==> config.mk <==
export PLATFORM = sky130hd
export DESIGN_NAME = traffic_light_ctrl
export DESIGN_NICKNAME = d
export VERILOG_FILES = /design/src/rtl/traffic_light_pkg.sv /design/src/rtl/traffic_light_ctrl_phase_timer.sv /design/src/rtl/traffic_light_ctrl.sv
export SDC_FILE = /design/constraint.sdc
export NUM_CORES = 1
export LEC_CHECK = 0
export CAP_MARGIN = 5
export CORE_MARGIN = 2
export CORE_UTILIZATION = 40
export DETAILED_ROUTE_END_ITERATION = 10
export GPL_TIMING_DRIVEN = 0
export PLACE_DENSITY = 0.65
export SLEW_MARGIN = 25
export SYNTH_ARGS = -nofsm -noshare
export SYNTH_HDL_FRONTEND = slang
export SYNTH_SLANG_ARGS = --single-unit
==> constraint.sdc <==
create_clock -name clk -period 2.1 [get_ports clk]
set_clock_uncertainty 0.2 [all_clocks]
set_input_delay 0.42 -clock clk [delete_from_list [all_inputs] [get_ports clk]]
set_output_delay 0.42 -clock clk [all_outputs]
set_load 0.02 [all_outputs]
==> src/rtl/traffic_light_pkg.sv <==
// Shared types for the four-way fixed-time traffic light controller:
// signal-head encoding, phase and direction enums, and round-robin order.
package traffic_light_pkg;

  localparam logic [1:0] LIGHT_RED    = 2'b00;
  localparam logic [1:0] LIGHT_YELLOW = 2'b01;
  localparam logic [1:0] LIGHT_GREEN  = 2'b10;

  // Encoding 2'b11 is unused and treated as a corrupted phase.
  typedef enum logic [1:0] {
    PH_GREEN  = 2'd0,
    PH_YELLOW = 2'd1,
    PH_ALLRED = 2'd2
  } phase_e;

  typedef enum logic [1:0] {
    DIR_N = 2'd0,
    DIR_E = 2'd1,
    DIR_S = 2'd2,
    DIR_W = 2'd3
  } dir_e;

  function automatic dir_e next_dir(input dir_e d);
    case (d)
      DIR_N:   next_dir = DIR_E;
      DIR_E:   next_dir = DIR_S;
      DIR_S:   next_dir = DIR_W;
      default: next_dir = DIR_N;
    endcase
  endfunction

  function automatic int cnt_width(input int max_dur);
    cnt_width = (max_dur > 1) ? $clog2(max_dur) : 1;
  endfunction

endpackage

==> src/rtl/traffic_light_ctrl_phase_timer.sv <==
// Dwell counter: counts up from zero and flags done when it reaches the
// last cycle of the current phase; clears on done, reset or clr_i.
module phase_timer
  import traffic_light_pkg::*;
#(
  parameter int CNT_W = 1
) (
  input  logic             clk,
  input  logic             rst_i,
  input  logic             clr_i,
  input  logic [CNT_W-1:0] last_i,
  output logic             done_o
);

  logic [CNT_W-1:0] cnt_q;

  // >= rather than == so an out-of-range count cannot run past the phase end.
  assign done_o = (cnt_q >= last_i);

  always_ff @(posedge clk) begin
    if (rst_i || clr_i || done_o) begin
      cnt_q <= '0;
    end else begin
      cnt_q <= cnt_q + 1'b1;
    end
  end

endmodule

==> src/rtl/traffic_light_ctrl.sv <==
// Fixed-time four-way controller: serves N, E, S, W in turn with
// green, yellow and all-red phases; lights decoded from registered state.
module traffic_light_ctrl
  import traffic_light_pkg::*;
#(
  parameter int GREEN_CYCLES  = 50,
  parameter int YELLOW_CYCLES = 10,
  parameter int ALLRED_CYCLES = 2
) (
  input  logic       clk,
  input  logic       reset,
  output logic [1:0] light_n,
  output logic [1:0] light_e,
  output logic [1:0] light_s,
  output logic [1:0] light_w
);

  localparam int MAX_DUR = (GREEN_CYCLES > YELLOW_CYCLES) ?
                           ((GREEN_CYCLES > ALLRED_CYCLES) ? GREEN_CYCLES : ALLRED_CYCLES) :
                           ((YELLOW_CYCLES > ALLRED_CYCLES) ? YELLOW_CYCLES : ALLRED_CYCLES);
  localparam int CNT_W = cnt_width(MAX_DUR);

  phase_e           phase_q;
  dir_e             dir_q;
  logic [CNT_W-1:0] timer_last;
  logic             timer_done;
  logic             phase_bad;
  logic [1:0]       lights [4];

  assign phase_bad = !(phase_q inside {PH_GREEN, PH_YELLOW, PH_ALLRED});

  always_comb begin
    timer_last = '0;
    case (phase_q)
      PH_GREEN:  timer_last = CNT_W'(GREEN_CYCLES - 1);
      PH_YELLOW: timer_last = CNT_W'(YELLOW_CYCLES - 1);
      PH_ALLRED: timer_last = CNT_W'(ALLRED_CYCLES - 1);
      default:   timer_last = '0;
    endcase
  end

  phase_timer #(
    .CNT_W (CNT_W)
  ) u_timer (
    .clk    (clk),
    .rst_i  (reset),
    .clr_i  (phase_bad),
    .last_i (timer_last),
    .done_o (timer_done)
  );

  always_ff @(posedge clk) begin
    if (reset) begin
      phase_q <= PH_GREEN;
      dir_q   <= DIR_N;
    end else begin
      case (phase_q)
        PH_GREEN:  if (timer_done) phase_q <= PH_YELLOW;
        PH_YELLOW: if (timer_done) phase_q <= PH_ALLRED;
        PH_ALLRED: if (timer_done) begin
          phase_q <= PH_GREEN;
          dir_q   <= next_dir(dir_q);
        end
        default: begin
          phase_q <= PH_GREEN;
          dir_q   <= DIR_N;
        end
      endcase
    end
  end

  // Only the served direction can be non-red; all-red leaves every head red.
  always_comb begin
    for (int i = 0; i < 4; i++) lights[i] = LIGHT_RED;
    case (phase_q)
      PH_GREEN:  lights[dir_q] = LIGHT_GREEN;
      PH_YELLOW: lights[dir_q] = LIGHT_YELLOW;
      default:   ;
    endcase
  end

  assign light_n = lights[DIR_N];
  assign light_e = lights[DIR_E];
  assign light_s = lights[DIR_S];
  assign light_w = lights[DIR_W];

endmodule

Word level (Yosys, flattened, before mapping)
Cells that the tools add are included.
- word-level logic and storage cells: 37
- register bits: 10
- output and inout bits: 8
- bits of input ports: 2
- eq/ne operators: 7
- bitwise logic cells: 2
- muxes and demuxes: 11
- reductions and logical operators: 10
- $add $sub $neg: 1
- $lt $le $gt $ge: 3
- operators by type and width (cell ; number):
    6-bit one-hot mux with 3 select lines ; 1
    8-bit one-hot mux with 2 select lines ; 1
    2-bit one-hot mux with 3 select lines ; 2
    2-bit two-way mux ; 5
    6-bit by 1-bit adder with 6-bit output, second input constant ; 1
    6-bit >= comparator ; 1
    2-bit by 1-bit inequality test with 1-bit output, second input constant ; 3
    2-bit demux with 2-bit select ; 1
    2-bit by 1-bit equality test with 1-bit output, second input constant ; 2
    2-bit equality test, second input constant ; 2
    2-bit logical NOT ; 2
    2-bit one-hot mux with 2 select lines ; 1
    3-bit >= comparator, second input constant ; 1
    3-bit by 1-bit less-than comparator with 1-bit output, second input constant ; 1
    2-bit inverter with 3-bit output ; 1
    3-bit AND reduction ; 1
    3-bit nonzero test ; 1
    1-bit logical OR ; 2
    2-bit AND reduction ; 1
    2-bit OR reduction ; 1
    1-bit logical AND ; 1
    1-bit logical NOT ; 1
    1-bit inverter ; 1

Logic depth before layout (Yosys ltp)
- depth in word-level cells: 6
- depth in mapped cells: 8
- mapped depth without buffers: 7

By module
From an unflattened synthesis, not the netlist that was laid out.
- cell total of the unflattened synthesis: 83
- area, all modules: 733.2 um^2
- modules (own cells, without submodules) (module ; area an instance (um^2) ; cells each ; sequential area each (um^2) ; times used):
    phase_timer ; 386.6 ; 44 ; 120.1 ; 1
    traffic_light_ctrl ; 346.6 ; 39 ; 80.1 ; 1

Worst setup path before layout
No wires, ideal clock.
- path type: reg2reg
- start: reg phase_q[0]
- end: reg u_timer.cnt_q[2]
- stages on the path, launching flop included: 9
- path buffers: 1
- data required time: 1.836 ns
- data arrival time: 1.891 ns
- setup time: 0.064 ns
- clock period less this slack: 2.155 ns
- setup slack: -0.055 ns
- cell sequence: dfxtp_1 > nor2b_1 > inv_1 > ha_1 > a21oi_1 > o221ai_2 > or3b_1 > buf_2 > nor2_1
- cells in the longest elaborated chain, start to end: 5
- elaborated cells on any way between the ends: 9
- classes of those cells: 1 x order compare; 2 x eq/ne; 1 x mux; 5 x reduce/logical
- RTL lines (item ; line ; text):
    from (decl) ; traffic_light_ctrl.sv:23 ; phase_e phase_q;
    from (signal assigned) ; traffic_light_ctrl.sv:54 ; phase_q <= PH_GREEN;
    from (signal assigned) ; traffic_light_ctrl.sv:58 ; PH_GREEN: if (timer_done) phase_q <= PH_YELLOW;
    from (signal assigned) ; traffic_light_ctrl.sv:59 ; PH_YELLOW: if (timer_done) phase_q <= PH_ALLRED;
    parallel branches: the longest is 4 deep, another holds 6-bit >= comparator ; n/a ;
    1-bit logical OR * ; traffic_light_ctrl_phase_timer.sv:21 ; if (rst_i || clr_i || done_o) begin
    to (signal assigned) ; traffic_light_ctrl_phase_timer.sv:24 ; cnt_q <= cnt_q + 1'b1;
    to (decl) ; traffic_light_ctrl_phase_timer.sv:15 ; logic [CNT_W-1:0] cnt_q;
Every way passes the cells marked *.
A chain may end at the register's enable or synchronous reset.

Worst setup path after layout
- start: reg phase_q[0]
- end: out light_w[1]
- cells in the longest elaborated chain, start to end: 2
- elaborated cells on any way between the ends: 3
- classes of those cells: 1 x eq/ne; 1 x mux; 1 x reduce/logical
- RTL lines (item ; line ; text):
    2-bit by 1-bit equality test with 1-bit output / 2-bit logical NOT (equally long branches) ; traffic_light_ctrl.sv:75 ; case (phase_q)
    8-bit one-hot mux with 2 select lines * ; traffic_light_ctrl.sv:75 ;
    to (decl) ; traffic_light_ctrl.sv:15 ; output logic [1:0] light_w
Every way passes the cells marked *; elsewhere a longest branch is shown, timed or not.

==> flow_summary.json <==
{
  "status": "completed",
  "cts_tree": "yes",
  "end_kind": "output pin",
  "coreArea_um2": 1471,
  "timing.rr.end": "u_timer.cnt_q[3]",
  "synth_warnings": 0,
  "vias": 522,
  "grt_pass1_wl_mm": 1.876,
  "reg2reg_depth": 8,
  "worstPathArrival_ns": 1.41,
  "synth_top_area_share_pct": 32.85,
  "synth_area_leader_cell": "dfxtp_1",
  "port_buffers": 9,
  "finalSetupTns_ns": 0,
  "final_hold_viol_count": 0,
  "overflow": 0,
  "grt_max_degree": 8,
  "start_kind": "flop",
  "syn_inst": 69,
  "clk_latency_ns": 0.25,
  "setup_viol": 0,
  "n_fill_cell": 159,
  "path_cells": "nor2_4, buf_4, buf_4, and2_1, dlygate4sd2_1",
  "syn2layout_area_growth_pct": 44.97,
  "dp.cells": 94,
  "drt_iter0_drc": 2,
  "synth_nets": 80,
  "antenna_cells": 0,
  "cpMostUsedCell": "buf_4",
  "drc": 0,
  "netlist_area_um2": 609.3,
  "numCtsBuffers": 3,
  "hpwl_um": 771,
  "max_slew_margin_pct": 84.66,
  "dr.pass1.iters": 3,
  "fmax_ghz": 0.4919,
  "die_w_um": 43.03,
  "power_leakage_uw": 0.0003836,
  "die_area_um2": 1852,
  "wirelength_mm": 1.137,
  "drv_cap": 0,
  "path_clk_slew_ns": 0.06,
  "vdd.ir_drop.worst_mv": 0.2914,
  "critical_path_class": "reg -> out",
  "worstPathMaxFanout": 5,
  "fin_crit_sh_pct": 96.80,
  "power_density_nw_per_um2": 395.6,
  "vias_per_cell": 5.068,
  "synth_area_leaders": "dfxtp_1, ha_1, and2_1",
  "cts_max_path_buffers": 2,
  "grt_antenna_before_repair": 0,
  "drive_above_1_share_pct": 29.89,
  "worstHoldEndpoint": "u_timer.cnt_q[0]",
  "reg2reg_slack_ns": 0.08,
  "setup_ws_ns": 0.06711,
  "grt_usage_pct": 13.64,
  "min_period_ns": 2.033,
  "slowest_delay_ns": 0.37,
  "ys_seq_area_share_pct": 32.85,
  "synth_seq_cells": 10,
  "routedWlPerCell_um": 11.04,
  "dp_slack_ns": -0.2037,
  "maxSlewViolCount": 0,
  "rows": 14,
  "hp-start": "u_timer.cnt_q[0]",
  "timing.hold.ws_ns": 0.2708,
  "design_area_um2": 883.3,
  "fin_cells": 103,
  "cts.sinks": 10,
  "synthDistinctLibCells": 23,
  "syn_avg_cell_area_um2": 8.831,
  "hold_buffers": 0,
  "cpMaxStageDelayCell": "dfxtp_4",
  "cts_max_level": 1,
  "antenna_left": 0,
  "multi_input_area_um2": 470.5,
  "place_congestion": 0.7331,
  "hold-path-cell-count": 1,
  "io_pins": 10,
  "grt_pass1_vias": 455,
  "seqCellArea_um2": 207.7,
  "ctsRootBufferMaster": "clkbuf_4",
  "start_util_pct": 41.41,
  "worstReg2RegStart": "phase_q[0]",
  "worstPathRequired_ns": 1.48,
  "hp-class": "reg -> reg",
  "fp.dieH_um": 43.03,
  "nets": 100,
  "postPlaceCellArea_um2": 726.9,
  "worst_pin_slew_ns": 0.2294
}
-- kinds of logic (layout without fill, tap and decap cells) --
family	count (synthesis)	after routing	share of synthesized area [%]
fa+ha+maj	9	9	18.48
compound gates	9	9	11.09
flops	10	10	32.85
buf+inv	7	25	4.516
simple gates	29	29	25.67
mux	1	1	1.643
xor+xnor	4	4	5.751
-- layout make-up --
class / instances / share of cell area [%]
repair buffers: 15 / 14.59
well taps: 16 / 2.266
clock buffers: 3 / 2.550
multi-input cells: 52 / 53.26
inverters: 6 / 2.550
plain buffers: 1 / 1.275
flip-flops and latches: 10 / 23.51
-- cell usage in the layout, fill, tap and decap left out, types with 2 or more instances in the layout --
cell,count
xor2_1,2
nand2_1,2
ha_4,4
and2_1,8
dlygate4sd2_1,8
nor2_1,7
nand3_1,2
ha_1,5
a21oi_2,2
o32ai_1,2
dfxtp_1,8
buf_4,5
dfxtp_4,2
inv_1,5
clkbuf_4,3
xnor2_1,2
buf_6,2
-- repair_timing --
action,4_1_cts,5_1_grt
cloned,0,0
endpoints found under the setup margin,17,10
pin swaps,1,5
buffers inserted,2,4
gates resized for setup,18,10
-- Yosys cell counts (all sizes together) --
library cell	n
dfxtp	10
ha	9
nor2	9
and2	8
inv	6
a21oi	3
nand2	3
nand3	2
nor2b	2
o32ai	2
xnor2	2
xor2	2
and3	1
buf	1
mux2i	1
nand2b	1
nand4b	1
nor3b	1
o21a	1
o21ai	1
o21bai	1
o221ai	1
or3b	1
-- metrics by stage --
| stage | power (µW) | utilization [%] |
|---|---|---|
| floorplan | 218.3 | - |
| global placement | 224.6 | 49.40 |
| detailed placement | 225.8 | 49.40 |
| CTS | 354.1 | 54.00 |
| global route | 372.7 | 60.03 |
| finish | 349.5 | 60.03 |
-- flip-flops by register name, indices dropped and copies added, names as in the netlist --
name,cells
dir_q,2
phase_q,2
u_timer.cnt_q,6
-- per-layer routing --
layer	track usage, %	vias to the layer above	routed length [µm]
met3	1.277	2	33
met4	10.91	0	8
met1	16.67	241	507
met2	21.52	9	587
li1	-	270	-
met5	0	-	0
-- critical path, delay by kind of cell, from the launching register on --
kind	cells	cell delay, ns
buffers and inverters	3	0.53
and+or+nand+nor	2	0.25
DFF	1	0.37
-- worst max path at each step --
stage	startpoint	end	slack (ns)	depth (start not counted)
floorplan	phase_q[0]	u_timer.cnt_q[2]	0.03	8
global placement	phase_q[1]	u_timer.cnt_q[3]	-0.21	8
detailed placement	phase_q[1]	u_timer.cnt_q[3]	-0.20	8
CTS	phase_q[1]	u_timer.cnt_q[3]	0.03	8
global route	phase_q[0]	u_timer.cnt_q[3]	-0.01	8
finish	phase_q[0]	light_w[1]	0.07	5
-- power by group --
group	leakage, µW	switching (µW)	internal [µW]
sequential	0.0000828	6.00	192
combinational	0.000287	12.7	17.1
clock	0.0000138	55.8	65.7
Note: power is estimated with default switching activity, not from simulation.
